==> config.mk <==
export PLATFORM = sky130hd
export DESIGN_NAME = adc_emulator
export DESIGN_NICKNAME = d
export VERILOG_FILES = /design/src/rtl/adc_emulator.sv
export SDC_FILE = /design/constraint.sdc
export NUM_CORES = 1
export LEC_CHECK = 0
export ABC_AREA = 1
export CORE_UTILIZATION = 40
export CTS_BUF_LIST = sky130_fd_sc_hd__clkbuf_4 sky130_fd_sc_hd__clkbuf_8
export CTS_CLUSTER_SIZE = 20
export DETAILED_ROUTE_END_ITERATION = 16
export PLACE_DENSITY = 0.58
export SLEW_MARGIN = 20
export SYNTH_ARGS = -nofsm -noshare
export SYNTH_HDL_FRONTEND = slang
export SYNTH_SLANG_ARGS = --single-unit
==> constraint.sdc <==
create_clock -name clk -period 2.25 [get_ports clk]
set_input_delay 0.5625 -clock clk [delete_from_list [all_inputs] [get_ports clk]]
set_output_delay 0.5625 -clock clk [all_outputs]
set_load 0.1 [all_outputs]
==> src/rtl/adc_emulator.sv <==
// ---------------------------------------------------------------------------
// adc_emulator
//   ADC-side responder for the serial ADC read protocol. While cs_n is low it
//   shifts out one generated sample per frame on sdata, MSB first. The sample
//   is framed by leading and trailing zeros. sdata changes after sclk falling
//   edges, which are detected in the clk domain.
//
//   Optional build macro: ADC_EMULATOR_SYNC_EN
//     defined   - sclk/cs_n pass through 2-flop synchronizers first
//                 (asynchronous source allowed, minimum sclk half-period 5 clk)
//     undefined - single input register (minimum sclk half-period 3 clk)
// ---------------------------------------------------------------------------
module adc_emulator #(
   parameter int          FRAME_BITS = 16,
   parameter int          LEAD_ZEROS = 4,
   parameter int          DATA_BITS  = 8,
   parameter logic [15:0] LFSR_SEED  = 16'hACE1
) (
   input  logic                 clk,
   input  logic                 reset,
   input  logic                 sclk,
   input  logic                 cs_n,
   input  logic [1:0]           pattern_mode,
   input  logic [DATA_BITS-1:0] pattern_value,
   output logic                 sdata,
   output logic                 busy,
   output logic                 frame_done,
   output logic                 frame_aborted,
   output logic [15:0]          frame_count
);

   localparam int IDX_W = $clog2(FRAME_BITS + 1);
   localparam int TRAIL = FRAME_BITS - LEAD_ZEROS - DATA_BITS;

   localparam logic [1:0] ST_IDLE  = 2'd0;
   localparam logic [1:0] ST_SHIFT = 2'd1;
   localparam logic [1:0] ST_HOLD  = 2'd2;

   localparam logic [1:0] MODE_FIXED = 2'b00;
   localparam logic [1:0] MODE_INC   = 2'b01;
   localparam logic [1:0] MODE_LFSR  = 2'b10;
   localparam logic [1:0] MODE_ALT   = 2'b11;

   // Fibonacci LFSR, taps 16,14,13,11, shifting toward the MSB.
   function automatic logic [15:0] lfsr_step(input logic [15:0] v);
      return {v[14:0], v[15] ^ v[13] ^ v[12] ^ v[10]};
   endfunction

   logic                  sclk_in_s;
   logic                  cs_n_in_s;
   logic                  sclk_cur_r;
   logic                  sclk_prev_r;
   logic                  cs_n_cur_r;
   logic                  cs_n_prev_r;
   logic                  sclk_fall_s;
   logic                  cs_fall_s;
   logic                  cs_rise_s;

   logic [1:0]            state_r;
   logic [1:0]            state_s;
   logic [IDX_W-1:0]      bit_idx_r;
   logic [IDX_W-1:0]      bit_idx_s;
   logic [FRAME_BITS-1:0] shreg_r;
   logic [FRAME_BITS-1:0] shreg_s;
   logic                  sdata_s;
   logic                  done_s;
   logic                  abort_s;
   logic                  advance_s;

   logic [DATA_BITS-1:0]  inc_r;
   logic [15:0]           lfsr_r;
   logic                  toggle_r;
   logic [DATA_BITS-1:0]  sample_s;
   logic [FRAME_BITS-1:0] frame_word_s;

   logic                  sdata_r;
   logic                  busy_r;
   logic                  frame_done_r;
   logic                  frame_aborted_r;
   logic [15:0]           frame_count_r;

`ifdef ADC_EMULATOR_SYNC_EN
   logic [1:0] sclk_sync_r;
   logic [1:0] cs_n_sync_r;

   // Two-flop synchronizers for an asynchronous sclk/cs_n source.
   always_ff @(posedge clk) begin
      if (reset) begin
         sclk_sync_r <= 2'b11;
         cs_n_sync_r <= 2'b11;
      end else begin
         sclk_sync_r <= {sclk_sync_r[0], sclk};
         cs_n_sync_r <= {cs_n_sync_r[0], cs_n};
      end
   end

   assign sclk_in_s = sclk_sync_r[1];
   assign cs_n_in_s = cs_n_sync_r[1];
`else
   assign sclk_in_s = sclk;
   assign cs_n_in_s = cs_n;
`endif

   // Input register plus previous-value register for edge detection.
   always_ff @(posedge clk) begin
      if (reset) begin
         sclk_cur_r  <= 1'b1;
         sclk_prev_r <= 1'b1;
         cs_n_cur_r  <= 1'b1;
         cs_n_prev_r <= 1'b1;
      end else begin
         sclk_cur_r  <= sclk_in_s;
         sclk_prev_r <= sclk_cur_r;
         cs_n_cur_r  <= cs_n_in_s;
         cs_n_prev_r <= cs_n_cur_r;
      end
   end

   assign sclk_fall_s = sclk_prev_r & ~sclk_cur_r;
   assign cs_fall_s   = cs_n_prev_r & ~cs_n_cur_r;
   assign cs_rise_s   = ~cs_n_prev_r & cs_n_cur_r;

   // Sample selection from the current pattern mode and generator state.
   always_comb begin
      sample_s = pattern_value;
      case (pattern_mode)
         MODE_FIXED: sample_s = pattern_value;
         MODE_INC:   sample_s = inc_r;
         MODE_LFSR:  sample_s = lfsr_r[15 -: DATA_BITS];
         MODE_ALT:   sample_s = {DATA_BITS{toggle_r}};
         default:    sample_s = pattern_value;
      endcase
      frame_word_s = FRAME_BITS'(sample_s) << TRAIL;
   end

   // Frame FSM: cs_n edges take priority over sclk edges; sdata is the next
   // registered value so it tracks the bit selected by the new bit index.
   always_comb begin
      state_s   = state_r;
      bit_idx_s = bit_idx_r;
      shreg_s   = shreg_r;
      sdata_s   = 1'b0;
      done_s    = 1'b0;
      abort_s   = 1'b0;
      advance_s = 1'b0;
      case (state_r)
         ST_IDLE: begin
            if (cs_fall_s) begin
               state_s   = ST_SHIFT;
               bit_idx_s = {IDX_W{1'b0}};
               shreg_s   = frame_word_s;
               sdata_s   = frame_word_s[FRAME_BITS-1];
            end else begin
               sdata_s   = 1'b0;
            end
         end
         ST_SHIFT: begin
            if (cs_rise_s) begin
               state_s = ST_IDLE;
               abort_s = 1'b1;
            end else if (sclk_fall_s) begin
               if (bit_idx_r == IDX_W'(FRAME_BITS - 1)) begin
                  state_s   = ST_HOLD;
                  done_s    = 1'b1;
                  advance_s = 1'b1;
                  sdata_s   = 1'b0;
               end else begin
                  bit_idx_s = bit_idx_r + IDX_W'(1);
                  shreg_s   = {shreg_r[FRAME_BITS-2:0], 1'b0};
                  sdata_s   = shreg_r[FRAME_BITS-2];
               end
            end else begin
               sdata_s = shreg_r[FRAME_BITS-1];
            end
         end
         ST_HOLD: begin
            if (cs_rise_s) begin
               state_s = ST_IDLE;
            end else begin
               state_s = ST_HOLD;
            end
         end
         default: begin
            state_s = ST_IDLE;
         end
      endcase
   end

   // FSM state and registered outputs.
   always_ff @(posedge clk) begin
      if (reset) begin
         state_r         <= ST_IDLE;
         bit_idx_r       <= {IDX_W{1'b0}};
         shreg_r         <= {FRAME_BITS{1'b0}};
         sdata_r         <= 1'b0;
         busy_r          <= 1'b0;
         frame_done_r    <= 1'b0;
         frame_aborted_r <= 1'b0;
      end else begin
         state_r         <= state_s;
         bit_idx_r       <= bit_idx_s;
         shreg_r         <= shreg_s;
         sdata_r         <= sdata_s;
         busy_r          <= (state_s == ST_SHIFT);
         frame_done_r    <= done_s;
         frame_aborted_r <= abort_s;
      end
   end

   // Frame counter and pattern generators advance only on completed frames.
   always_ff @(posedge clk) begin
      if (reset) begin
         frame_count_r <= 16'd0;
         inc_r         <= {DATA_BITS{1'b0}};
         lfsr_r        <= LFSR_SEED;
         toggle_r      <= 1'b0;
      end else if (advance_s) begin
         frame_count_r <= frame_count_r + 16'd1;
         inc_r         <= inc_r + DATA_BITS'(1);
         lfsr_r        <= lfsr_step(lfsr_r);
         toggle_r      <= ~toggle_r;
      end
   end

   assign sdata         = sdata_r;
   assign busy          = busy_r;
   assign frame_done    = frame_done_r;
   assign frame_aborted = frame_aborted_r;
   assign frame_count   = frame_count_r;

endmodule

==> results.sh, run 1 <==
export IMPL_outcome="complete, no violations"
export IMPL_routed_via_count=2807
export IMPL_power_density_nw_per_um2=767
export IMPL_relSlewSlack_pct=72.4
export IMPL_synth_avg_cell_area_um2=6.95
export IMPL_vias_per_cell=4.77
export IMPL_grt_pass1_wl_um=12200
export IMPL_timing_setup_critical_path_class="reg -> reg"
export IMPL_area_delta_synth_final_pct=22.0
export IMPL_synth_enable_flop_cells=0
export IMPL_ir_worst_vdd_v=0.000287
export IMPL_cp_required_ns=2.53
export IMPL_final_nets=503
export IMPL_min_to="lfsr_r[5]$_SDFFE_PP1P_"
export IMPL_rows=31
export IMPL_dp_hpwl_um=4840
export IMPL_p_leak_nw=1.56
export IMPL_diodes=0
export IMPL_cts_tree="yes"
export IMPL_rr_startpoint="bit_idx_r[0]$_SDFFE_PP0P_"
export IMPL_hp_class="reg -> reg"
export IMPL_fp_coreArea_um2=7410
export IMPL_first_global_vias=2640
export IMPL_ys_types=29
export IMPL_gp_congestion=0.816
export IMPL_chipHeight_um=90.3
export IMPL_utilization_pct=51.3
export IMPL_post_route_cell_area_um2=3800
export IMPL_ant_nets=0
export IMPL_cts_buffers=9
export IMPL_die_area_um2=8150
export IMPL_drive_above_1_share_pct=11.6
export IMPL_netlist_area_leader_share_pct=43.7
export IMPL_r2r_cells=10
export IMPL_route_detailed_drc=0
export IMPL_root_buffer="clkbuf_8"
export IMPL_grt_overflow=0
export IMPL_synth_commonest_cells="nand2_1, nor2_1, dfxtp_1"
export IMPL_setup_viol=0
export IMPL_yosys_top_cells_area="dfxtp_1, nand2_1, nor2_1"
export IMPL_startpoint_type="register"
export IMPL_min_path_cells=2
export IMPL_period_share_pct=88.2
export IMPL_cts_setup_buffers=0
export IMPL_worstMarginPinSlew_ns=0.413
export IMPL_slew_viol_final=0
export IMPL_yosys_warnings=0
export IMPL_synth_async_reset_ratio_pct=0
export IMPL_start_util_pct=42.1
export IMPL_setup_tns_ns=0
export IMPL_clock_tree_buffer_depth=2
export IMPL_synth_most_common_cell="nand2_1"
export IMPL_drt_first_pass_iters=4
export IMPL_hold_slack_ns=0.459
export IMPL_fmax_ghz=0.504
export IMPL_final_setup_skew_ns=0.00799
export IMPL_slowest_stage="dfxtp_1"
export IMPL_max_cap_viol_count=0
export IMPL_clkSinkCount=68
export IMPL_finalHoldViolCount=0
export IMPL_crit_path_frequent_cell="nand2_1"
export IMPL_critPathBufInv=0
export IMPL_place_ws_ns=0.252
export IMPL_synth_cells=448
export IMPL_dp_cells=573
export IMPL_ios=34
export IMPL_first_iter_violations=146
export IMPL_path_max_fanout=11
export IMPL_path_cells="ha_1 -> nand2_1 -> nor2_1 -> ha_1 -> nand2_1 -> nor2_4 -> nand3_1 -> o21ai_0 -> nand2_1 -> nor2_1"
export IMPL_worst_path_dominant_cell_family="simple AND/OR/NAND/NOR gates"
export IMPL_port_buffers=33
export IMPL_worstHoldStart="lfsr_r[5]$_SDFFE_PP1P_"
export IMPL_syn_cell_area_um2=3120
export IMPL_syn_num_nets=466
export IMPL_grt_use_total_pct=18.5
export IMPL_timing_rr_end="frame_count[7]$_SDFFE_PP0P_"
export IMPL_ys_ff_latch=68
export IMPL_synth_area_leader_cell="dfxtp_1"
export IMPL_synthFlopType="dfxtp_1"
export IMPL_grt_start_max_net_pins=31
export IMPL_placed_area_um2=3530
export IMPL_power_total_mw=2.92
export IMPL_fin_cells=589
export IMPL_post_route_min_period_ns=1.98
export IMPL_yosysSeqAreaShare_pct=43.7
export IMPL_antenna_found_initial=0
export IMPL_wire_per_inst_um=11.6
export IMPL_clkTransAtPathRegs_ns=0.08
export IMPL_clk_latency_ns=0.34
export IMPL_fp_dieW_um=90.3
export IMPL_endpoint_kind="register"
export IMPL_max_stage_delay_ns=0.37
export IMPL_arrival_ns=2.26
export IMPL_ff2ff_setup_slack_ns=0.27
export IMPL_htreeDepth=3
export IMPL_setup_slack_ns=0.265
export IMPL_wirelength_um=6860
export IMPL_rsz0062_at_grt="false"
## power breakdown
group	leakage, nW	total, mW	internal, mW	switching, mW
Combinational	0.876	0.305	0.112	0.193
Clock	0.130	1.33	0.863	0.472
Sequential	0.552	1.28	1.25	0.0259
Total	1.56	2.92	2.23	0.691
## worst reg2reg max path, cell delays in order (launching register included)
cell and delay, ns:
dfxtp_1 0.37, ha_1 0.18, nand2_1 0.06, nor2_1 0.12, ha_1 0.29, nand2_1 0.13
nor2_4 0.27, nand3_1 0.18, o21ai_0 0.18, nand2_1 0.07, nor2_1 0.09
## cell usage in the layout (no fill, tap or decap), types with 7 or more instances in the layout
cell,netlist,routed
nor2_1,77,77
a21oi_1,21,21
o21ai_0,41,41
nor3_1,8,8
clkdlybuf4s50_1,0,13
clkbuf_8,0,9
inv_1,33,33
dfxtp_1,68,68
buf_4,2,27
a31oi_1,7,7
nand3_1,19,19
nand2_1,119,119
## registers in the layout, summed over array words and instances, names as in the netlist
signal         count
sclk_cur_r         1
shreg_r           12
sclk_prev_r        1
lfsr_r            16
inc_r              8
cs_n_prev_r        1
busy               1
toggle_r           1
sdata              1
frame_count       16
cs_n_cur_r         1
frame_aborted      1
bit_idx_r          5
frame_done         1
state_r            2
## worst max-delay path by stage
stage	endpoint	cells past startpoint	from
finish	frame_count[7]$_SDFFE_PP0P_	10	bit_idx_r[0]$_SDFFE_PP0P_
global route	frame_count[7]$_SDFFE_PP0P_	10	bit_idx_r[0]$_SDFFE_PP0P_
CTS	frame_count[7]$_SDFFE_PP0P_	10	bit_idx_r[0]$_SDFFE_PP0P_
detailed placement	shreg_r[7]$_SDFFE_PP0P_	7	pattern_mode[1]
global placement	shreg_r[7]$_SDFFE_PP0P_	7	pattern_mode[1]
floorplan	frame_count[8]$_SDFFE_PP0P_	6	frame_count[0]$_SDFFE_PP0P_
## layer usage
metal / vias to the layer above / routed length (µm) / GRT usage (%)
met5: - / 0 / 0
met4: 0 / 135 / 8.20
met3: 12 / 160 / 3.11
met2: 33 / 2930 / 28.6
met1: 1253 / 3630 / 25.2
li1: 1509 / - / -
## final cells by class
class	instances	area, µm²
multi-input combinational	329	1550
clock buffer	10	131
inverter	35	131
timing repair buffer	42	373
sequential	68	1360
clock inverter	6	136
tap	99	124
fill	749	3610
## logic make-up after synthesis
family | count (synthesis) | synth area share [%]
compound gates | 77 | 13.2
buf+inv | 51 | 6.71
xor+xnor | 9 | 2.53
flops | 68 | 43.7
simple gates | 239 | 32.3
fa+ha+maj | 4 | 1.61
## what timing repair did
item                       CTS  global route
gates resized for setup      0             0
hold buffers                 0             0
setup endpoints to repair    0             1
(Power assumes the default switching activity.)
==> run 2, diff against run 1 <==
- CTS_BUF_LIST: sky130_fd_sc_hd__clkbuf_4 sky130_fd_sc_hd__clkbuf_8 -> sky130_fd_sc_hd__clkbuf_4
==> run 2 against run 1 <==
Sequential power about the same. Sequential share of layout area up 0.32 points. Register-to-register slack better by 0.03 ns. First-iteration DRC count down 3.4%. Global-route usage down 0.13 points. Clock skew up 0.0036 ns. Utilization down 0.46 points. Combinational power about the same. Critical endpoint is now bit_idx_r[1]$_SDFFE_PP0P_.
==> results.sh, run 2 (synthesized netlist as in run 1, its figures left out) <==
export IMPL_outcome="complete, no violations"
export IMPL_startpoint_type="register"
export IMPL_first_global_vias=2625
export IMPL_grt_overflow=0
export IMPL_rr_startpoint="bit_idx_r[0]$_SDFFE_PP0P_"
export IMPL_worstHoldStart="lfsr_r[5]$_SDFFE_PP1P_"
export IMPL_startpoint="bit_idx_r[0]$_SDFFE_PP0P_"
export IMPL_clkTransAtPathRegs_ns=0.12
export IMPL_path_cells="ha_1 -> nand2_1 -> nor2_1 -> ha_1 -> inv_1 -> nand2_1 -> o21bai_1 -> nand2_1 -> buf_4 -> o21ai_1 -> buf_4 -> nor3_1"
export IMPL_switching_share_pct=24.7
export IMPL_root_buffer="clkbuf_4"
export IMPL_fp_dieW_um=90.3
export IMPL_max_cap_viol_count=0
export IMPL_routed_via_count=2837
export IMPL_vias_per_cell=4.79
export IMPL_first_iter_violations=141
export IMPL_grt_use_total_pct=18.3
export IMPL_pwr_share_comb_pct=11.2
export IMPL_wirelength_um=7000
export IMPL_rows=31
export IMPL_setup_viol=0
export IMPL_finalHoldViolCount=0
export IMPL_diodes=0
export IMPL_r2r_cells=12
export IMPL_hp_class="reg -> reg"
export IMPL_htreeDepth=3
export IMPL_endpoint_kind="register"
export IMPL_place_ws_ns=0.252
export IMPL_antenna_found_initial=0
export IMPL_ff2ff_setup_slack_ns=0.30
export IMPL_fmax_ghz=0.512
export IMPL_timing_setup_critical_path_class="reg -> reg"
export IMPL_ant_nets=0
export IMPL_power_density_nw_per_um2=724
export IMPL_min_to="lfsr_r[5]$_SDFFE_PP1P_"
export IMPL_p_int_mw=2.05
export IMPL_critPathBufInv=3
export IMPL_setup_slack_ns=0.297
export IMPL_wire_per_inst_um=11.8
export IMPL_p_sw_uw=675
export IMPL_cts_tree="yes"
export IMPL_period_share_pct=86.8
export IMPL_route_detailed_drc=0
export IMPL_path_max_fanout=11
export IMPL_layout_commonest_cell="nand2_1"
export IMPL_max_stage_delay_ns=0.38
export IMPL_chipHeight_um=90.3
export IMPL_start_util_pct=42.1
export IMPL_fp_coreArea_um2=7410
export IMPL_grt_start_max_net_pins=31
export IMPL_power_frac_clock_pct=41.9
export IMPL_cts_setup_buffers=0
export IMPL_ctsResizeCount=0
export IMPL_ctsHoldBuffers=0
export IMPL_final_cell_mix="nand2_1, nor2_1, dfxtp_1"
export IMPL_timing_rr_end="bit_idx_r[1]$_SDFFE_PP0P_"
export IMPL_cp_required_ns=2.59
export IMPL_fillerInstances=762
export IMPL_seq_power_share_pct=46.9
export IMPL_clock_tree_buffer_depth=2
export IMPL_grt_pass1_wl_um=12100
export IMPL_seq_area_um2=1360
export IMPL_final_setup_skew_ns=0.0116
export IMPL_clk_latency_ns=0.41
export IMPL_p_leak_nw=1.55
export IMPL_drt_first_pass_iters=4
export IMPL_multi_input_comb_area_um2=1550
export IMPL_drive_above_1_share_pct=12.2
export IMPL_final_nets=506
export IMPL_gp_congestion=0.816
export IMPL_worstMarginPinSlew_ns=0.422
export IMPL_worst_path_dominant_cell_family="adder cells"
export IMPL_post_route_min_period_ns=1.95
export IMPL_rsz0062_at_grt="false"
export IMPL_slew_viol_final=0
export IMPL_cts_buffers=9
export IMPL_area_delta_synth_final_pct=21.0
export IMPL_die_area_um2=8150
export IMPL_slowest_stage="dfxtp_1"
export IMPL_ios=34
export IMPL_clkSinkCount=68
export IMPL_ir_worst_vdd_v=0.000337
export IMPL_relSlewSlack_pct=71.8
export IMPL_crit_path_frequent_cell="nand2_1"
export IMPL_arrival_ns=2.29
export IMPL_dp_hpwl_um=4840
export IMPL_port_buffers=33
export IMPL_setup_tns_ns=0
export IMPL_min_path_cells=2
run 2: power by group through the flow:
| stage | combinational (mW) | sequential [mW] | clock (mW) |
|---|---|---|---|
| floorplan | 0.197 | 1.33 | 0 |
| global placement | 0.304 | 1.30 | 0 |
| detailed placement | 0.307 | 1.31 | 0 |
| CTS | 0.309 | 1.28 | 1.17 |
| global route | 0.354 | 1.29 | 1.22 |
| finish | 0.306 | 1.28 | 1.14 |
run 2: layout make-up:
| class | count | area share [%] |
|---|---|---|
| multi-input combinational | 329 | 41.0 |
| sequential | 68 | 36.1 |
| timing repair buffer | 45 | 10.5 |
| clock inverter | 6 | 3.62 |
| inverter | 35 | 3.49 |
| tap | 99 | 3.29 |
| clock buffer | 10 | 1.99 |
run 2: worst max path at each step:
stage | to | depth (start not counted)
2_1_floorplan | frame_count[8]$_SDFFE_PP0P_ | 6
3_3_place_gp | shreg_r[7]$_SDFFE_PP0P_ | 7
3_5_place_dp | shreg_r[7]$_SDFFE_PP0P_ | 7
4_1_cts | frame_count[7]$_SDFFE_PP0P_ | 10
5_1_grt | frame_count[7]$_SDFFE_PP0P_ | 10
6_report | bit_idx_r[1]$_SDFFE_PP0P_ | 12
run 2: per-stage QoR:
step	cells	cell area, µm²	util [%]	power (mW)	hold WS (ns)
floorplan	448	3120	-	1.52	0.429
global placement	573	3530	47.7	1.61	0.440
detailed placement	573	3530	47.7	1.61	0.444
CTS	589	3750	50.6	2.76	0.474
global route	592	3770	50.9	2.86	0.520
finish	592	3770	50.9	2.73	0.468
run 2: metal layers:
metal  wire length [µm]  vias up  GRT usage, %
li1                   -     1513             -
met1               3630     1280          25.1
met2               3080       38          28.4
met3                229        6          4.12
met4                 60        0          6.18
met5                  0        -             0
run 2: worst reg2reg max path, delay by kind of cell, from the launching register on:
family                     cells  cell delay (ns)
AOI/OAI and AO/OA              2             0.13
DFF                            1             0.38
buffers and inverters          3             0.44
adders and majority gates      2             0.47
and+or+nand+nor                5             0.47
